===== config.mk =====
export PLATFORM = sky130hd
export DESIGN_NAME = stream_demux
export DESIGN_NICKNAME = d
export VERILOG_FILES = /design/src/rtl/stream_demux.sv
export SDC_FILE = /design/constraint.sdc
export NUM_CORES = 1
export LEC_CHECK = 0
export ABC_AREA = 1
export CAP_MARGIN = 20
export CORE_AREA = 2 2 41 51
export CTS_CLUSTER_DIAMETER = 40
export DETAILED_ROUTE_END_ITERATION = 10
export DIE_AREA = 0 0 43 53
export PLACE_DENSITY = 0.79
export SYNTH_ARGS = -nofsm -noshare
export SYNTH_HDL_FRONTEND = slang
export SYNTH_SLANG_ARGS = --single-unit

===== constraint.sdc =====
create_clock -name clk -period 1.4 [get_ports clk]
set_input_delay 0.42 -clock clk [delete_from_list [all_inputs] [get_ports clk]]
set_output_delay 0.42 -clock clk [all_outputs]
set_load 0.01 [all_outputs]

===== src/rtl/stream_demux.sv =====
// Registered 1:NOUT valid/ready demultiplexer with a single-entry output register.
// Packet locking is compiled in when STREAM_DEMUX_PKT_LOCK_EN is defined.
module stream_demux #(
    parameter int WIDTH = 8,
    parameter int NOUT  = 2,
    localparam int SEL_W = $clog2(NOUT)
) (
    input  logic                    clk,
    input  logic                    rst,
    input  logic                    in_valid,
    output logic                    in_ready,
    input  logic [WIDTH-1:0]        in_data,
    input  logic                    in_last,
    input  logic [SEL_W-1:0]        in_sel,
    output logic [NOUT-1:0]         out_valid,
    input  logic [NOUT-1:0]         out_ready,
    output logic [NOUT*WIDTH-1:0]   out_data,
    output logic [NOUT-1:0]         out_last,
    output logic                    err
);

    localparam logic [SEL_W:0] NOUT_L = (SEL_W + 1)'(NOUT);

    logic               full_q, full_d;
    logic [WIDTH-1:0]   data_q, data_d;
    logic               last_q, last_d;
    logic [SEL_W-1:0]   dest_q, dest_d;
    logic               err_q, err_d;

    logic               drain;
    logic               accept;
    logic               legal;
    logic [SEL_W-1:0]   eff_sel;

`ifdef STREAM_DEMUX_PKT_LOCK_EN
    typedef enum logic {IDLE, LOCKED} state_t;

    state_t             state_q, state_d;
    logic [SEL_W-1:0]   lock_sel_q, lock_sel_d;

    always_ff @(posedge clk) begin
        if (rst) begin
            state_q    <= IDLE;
            lock_sel_q <= '0;
        end else begin
            state_q    <= state_d;
            lock_sel_q <= lock_sel_d;
        end
    end

    always_comb begin
        state_d    = state_q;
        lock_sel_d = lock_sel_q;
        eff_sel    = in_sel;
        if (state_q == LOCKED) begin
            eff_sel = lock_sel_q;
        end
        if (accept) begin
            case (state_q)
                IDLE: begin
                    lock_sel_d = in_sel;
                    if (!in_last) begin
                        state_d = LOCKED;
                    end
                end
                LOCKED: begin
                    if (in_last) begin
                        state_d = IDLE;
                    end
                end
                default: state_d = IDLE;
            endcase
        end
    end
`else
    always_comb begin
        eff_sel = in_sel;
    end
`endif

    // in_ready deliberately ignores the new beat's destination (head-of-line blocking)
    assign drain    = full_q && out_ready[dest_q];
    assign in_ready = !full_q || drain;
    assign accept   = in_valid && in_ready;
    assign legal    = {1'b0, eff_sel} < NOUT_L;

    always_comb begin
        full_d = full_q;
        data_d = data_q;
        last_d = last_q;
        dest_d = dest_q;
        err_d  = err_q;
        if (drain) begin
            full_d = 1'b0;
        end
        if (accept) begin
            if (legal) begin
                full_d = 1'b1;
                data_d = in_data;
                last_d = in_last;
                dest_d = eff_sel;
            end else begin
                err_d = 1'b1;
            end
        end
    end

    always_ff @(posedge clk) begin
        if (rst) begin
            full_q <= 1'b0;
            data_q <= '0;
            last_q <= 1'b0;
            dest_q <= '0;
            err_q  <= 1'b0;
        end else begin
            full_q <= full_d;
            data_q <= data_d;
            last_q <= last_d;
            dest_q <= dest_d;
            err_q  <= err_d;
        end
    end

    for (genvar gi = 0; gi < NOUT; gi++) begin : g_port
        assign out_valid[gi]                 = full_q && (dest_q == SEL_W'(gi));
        assign out_last[gi]                  = full_q && (dest_q == SEL_W'(gi)) && last_q;
        assign out_data[gi*WIDTH +: WIDTH]   = data_q;
    end

    assign err = err_q;

endmodule

[Word-level counts from Yosys, hierarchy flattened]
Cells that the tools add are included.
Cells by class
  add/subtract/negate cells: 0
  multipliers: 0
  divide/modulo/power cells: 0
  magnitude comparators: 1
  equality and inequality tests: 0
  shift operators: 0
  mux-type cells: 4
  bitwise gates (word level): 1
  reductions and logical operators: 9
Operators with widths (count)
  $logic_and 1x1->1: 6
  $mux 1: 4
  $lt 1x2->1 const B: 1
  $reduce_bool 2->1: 1
  $logic_not 1->1: 1
  $logic_or 1x1->1: 1
  $not 1->1: 1
Word-level totals
  register bits: 11
  bits in latches: 0
  memory bits (writable): 0
  ROM bits: 0
  output and inout port bits: 22
  memories: 0

[Longest topological paths before layout]
Gate-level depths: netlist (run 1).
  depth after elaboration: 6
  depth in mapped cells: 7
  mapped depth without buffers: 6

[Least setup slack after synthesis (run 1)]
Ideal clock, no wire load.
  path type: in2out
  start: input out_ready[1]
  end: output in_ready
  arrival time: 759 ps
  slack: 221 ps
  stages: 3
  cell sequence: nand2_1 -> nand3_2 -> buf_4
Between the ends
  longest elaborated chain between the ends: 4
Ends and longest elaborated chain
  start, declared: line 16  | input logic [NOUT-1:0] out_ready,
  $mux 1 (implied by the code) (2 in series): line 82  | assign drain = full_q && out_ready[dest_q];
  $logic_and 1x1->1: line 82
  $logic_or 1x1->1: line 83  | assign in_ready = !full_q || drain;
  end, declared: line 11  | output logic in_ready,
No other way between the ends. The select of a mux whose other input is x is not followed.

[Worst setup path in the final report (run 1)]
  start: register dest_q
  end: output in_ready
Between the ends
  longest elaborated chain between the ends: 4
Ends and longest elaborated chain
  start, declared: line 27  | logic [SEL_W-1:0] dest_q, dest_d;
  start signal, assigned: line 119  | dest_q <= dest_d;
  $mux 1 (implied by the code) (2 in series): line 82
  $logic_and 1x1->1: line 82
  $logic_or 1x1->1: line 83
No other way between the ends. The select of a mux whose other input is x is not followed.

==> summary.md, run 1 <==
| Metric | Value |
|---|---|
| Switch Pwr | `221 µW` |
| Hold Path Depth | `2` |
| Residual DRC | `0` |
| Slew Limit Fails | `0` |
| Die W | `43 µm` |
| Most frequent cells in the layout | `dlygate4sd2_1 (16), inv_1 (13), nor2_1 (12), nand2_1 (12), clkdlybuf4s50_1 (12)` |
| Total Wirelength | `1270 µm` |
| Fin crit share | `0.994` |
| Clock group share of total power | `0.271` |
| Worst Hold End | `data_q[6]` |
| Switch share | `0.282` |
| Clk buf depth | `2` |
| Status | `complete, no violations` |
| Deepest level of the CTS H-tree | `1` |
| IR drop worst, VDD | `389 µV` |
| Initial Util | `0.332` |
| CTS tree | `built` |
| P_leak | `~0.00051 µW` |
| Finish-stage setup viols | `0` |
| Synth Register Bits | `11` |
| Setup CP Type | `flop to output pin` |
| Final hold violations | `0` |
| Synth Area in Compound Gates | `0.0928` |
| Flop-to-flop setup slack | `0.29 ns` |
| Setup repair bufs after CTS | `0` |
| Die area | `roughly 0.0023 mm²` |
| CP endpoint kind | `output pin` |
| Crit path time final | `1.39 ns` |
| Mapped Nets | `104` |
| Ratio of cells with drive above 1 in the final layout | `0.154` |
| First-pass GRT wire length | `1880 µm` |
| HPWL after DPL | `slightly above 900 µm` |
| WP data arrival | `0.97 ns` |
| Hold buffers post-CTS | `0` |
| Worst Path Required | `~1 ns` |
| Post-synthesis simple-gate area fraction | `0.268` |
| Worst-path clk slew | `0.07 ns` |
| Via count | `585` |
| Antenna diodes | `0` |
| Maxcap violations | `0` |
| Ports | `37` |
| Placed Area | `900 µm²` |
| Largest family of logic cells by synthesized area | `simple AND/OR/NAND/NOR gates` |
| Wire per inst | `9.33 µm` |
| Post-Syn Instances | `89` |
| XOR/XNOR Fraction of Synth Area | `0` |
| GPL Wtd Cong | `0.700` |
| Mapped Area | `between 500 and 600 µm²` |
| Std cell rows | `17` |
| Initial antenna violation count | `0` |
| Number of global-route vias before repair | `458` |
| Worst min-delay path category | `flop to flop` |
| Share of total power in sequential cells | `0.458` |
| Cell area after layout | `906 µm²` |
| Final hold slack | `0.497 ns` |
| Core footprint | `0.00179 mm²` |
| Top achievable clock speed | `about 0.72 GHz` |
| Crit Reg-Reg Endpoint | `data_q[7]` |
| Largest net degree at the start of global routing | `22` |
| Hold Crit Start | `data_q[6]` |
| Commonest non-fill, non-tap cell in the layout | `dlygate4sd2_1` |
| Fillers | `200` |
| Comb pwr share | `0.271` |
| Worst skew pair latency | `0.26 ns` |
| PortBufs | `35` |
| Ratio of total power to cell area | `865 mW/mm²` |
| Grt ovf | `0` |
| Syn-to-layout area delta | `52.7%` |
| Mux contribution to synthesized area | `0` |
| Critical Path Source Type | `flop` |
| DR pass1 iterations | `4` |
| Clock tree sinks | `11` |
| Post-Synth Adder-Cell Area | `0` |
| ANT nets after route | `0` |
| RSZ-0062 raised after global routing | `true` |
| Crit path max fanout | `6` |
| Distinct cells, synth | `15` |
| Reg2Reg Launch Point | `dest_q` |
| All-Layer GR Usage | `0.111` |
| Clock Tree Root | `clkbuf_4` |
| P_int | `562 µW` |
| R2R depth | `7` |
| Final Skew | `0.00431 ns` |
| Ys Warns | `0` |
| Seq/Total Area, Yosys | `0.371` |
| Post-Syn Area per Cell | `6.66 µm²` |
| DR vias/cell | `4.30` |
| Layout Nets | `133` |
| TritonCTS Buffers | `3` |
| DIE HEIGHT | `~53 µm` |
| Iter 0 DRT Violations | `4` |
-- metrics by stage --
stage	worst slack [ns]	util	TNS [ns]	cells	total power (µW)
2_1_floorplan	0.221	-	0	89	496
3_3_place_gp	-0.601	0.504	-2.79	132	605
3_5_place_dp	-0.588	0.504	-2.99	132	609
4_1_cts	-0.167	0.504	-0.167	136	801
5_1_grt	-0.0522	0.507	-0.117	136	843
6_report	0.00803	0.507	0	136	783
-- state kept, by name, indices dropped and copies added (netlist names) --
| register | count |
|---|---|
| dest_q | 1 |
| data_q | 8 |
| last_q | 1 |
| full_q | 1 |
-- Yosys cell counts --
| cell type | count | area share |
|---|---|---|
| nand3_2 | 1 | 0.017 |
| clkinv_1 | 1 | 0.0063 |
| clkbuf_1 | 1 | 0.0063 |
| a21oi_1 | 11 | 0.093 |
| nor3_1 | 1 | 0.0084 |
| inv_1 | 14 | 0.089 |
| inv_2 | 1 | 0.0063 |
| buf_2 | 1 | 0.0084 |
| buf_4 | 10 | 0.13 |
| dfxtp_1 | 11 | 0.37 |
| conb_1 | 1 | 0.0063 |
| nand2_1 | 13 | 0.082 |
| nor2_1 | 12 | 0.076 |
| buf_6 | 1 | 0.019 |
| nand3_1 | 10 | 0.084 |
-- power by group through the flow --
stage	sequential (µW)	combinational, µW	clock (µW)
detailed placement	366	242	0
CTS	359	215	227
global placement	365	239	0
floorplan	373	123	0
global route	364	232	247
finish	359	212	212
-- routing by layer --
| layer | vias to the layer above | global-route usage | part of all wire |
|---|---|---|---|
| li1 | 316 | - | - |
| met1 | 246 | 0.123 | 0.39 |
| met2 | 21 | 0.189 | 0.52 |
| met3 | 2 | 0.0102 | 0.068 |
| met4 | 0 | 0.0909 | 0.019 |
| met5 | - | 0 | 0 |
-- how the worst max path moves through the flow --
stage                  from  endpoint  cells after the start
2_1_floorplan  out_ready[1]  in_ready                      3
3_3_place_gp   out_ready[1]  in_ready                      4
3_5_place_dp   out_ready[1]  in_ready                      4
4_1_cts        out_ready[1]  in_ready                      4
5_1_grt              dest_q  in_ready                      4
6_report             dest_q  in_ready                      4
-- timing repair --
action | 4_1_cts | 5_1_grt
endpoints found under the hold margin | 0 | 0
pin swaps | 0 | 3
endpoints found under the setup margin | 21 | 5
gates resized for setup | 40 | 6
-- layout make-up --
class                           instances  area (µm²)  area share
Sequential cell                        11         226       0.250
Timing Repair Buffer                   37         344       0.380
Tap cell                               19        23.8      0.0262
Clock buffer                            4        26.3      0.0290
Inverter                               16        60.1      0.0663
Multi-Input combinational cell         49         225       0.249
-- worst max-delay path, stage by stage, from the launching register on --
cell and delay (ns):
dfxtp_4 0.38, inv_2 0.04, nand2_2 0.06, nand3_2 0.10, buf_6 0.14
-- cells by family after synthesis --
logic type | after synthesis
buffers and inverters | 29
AND/OR/NAND/NOR | 37
flip-flops | 11
AO/OA/AOI/OAI | 11
other | 1
No activity file was read; power rests on OpenSTA's default activity.
==> run 2, diff against run 1 <==
--- a/config.mk
+++ b/config.mk
@@ -6,7 +6,7 @@
 export NUM_CORES = 1
 export LEC_CHECK = 0
 export ABC_AREA = 1
-export CAP_MARGIN = 20
+export CAP_MARGIN = 15
 export CORE_AREA = 2 2 41 51
 export CTS_CLUSTER_DIAMETER = 40
 export DETAILED_ROUTE_END_ITERATION = 10
==> results of run 2 <==
Same layout as run 1: the final DEF is identical, and so are final timing and power.
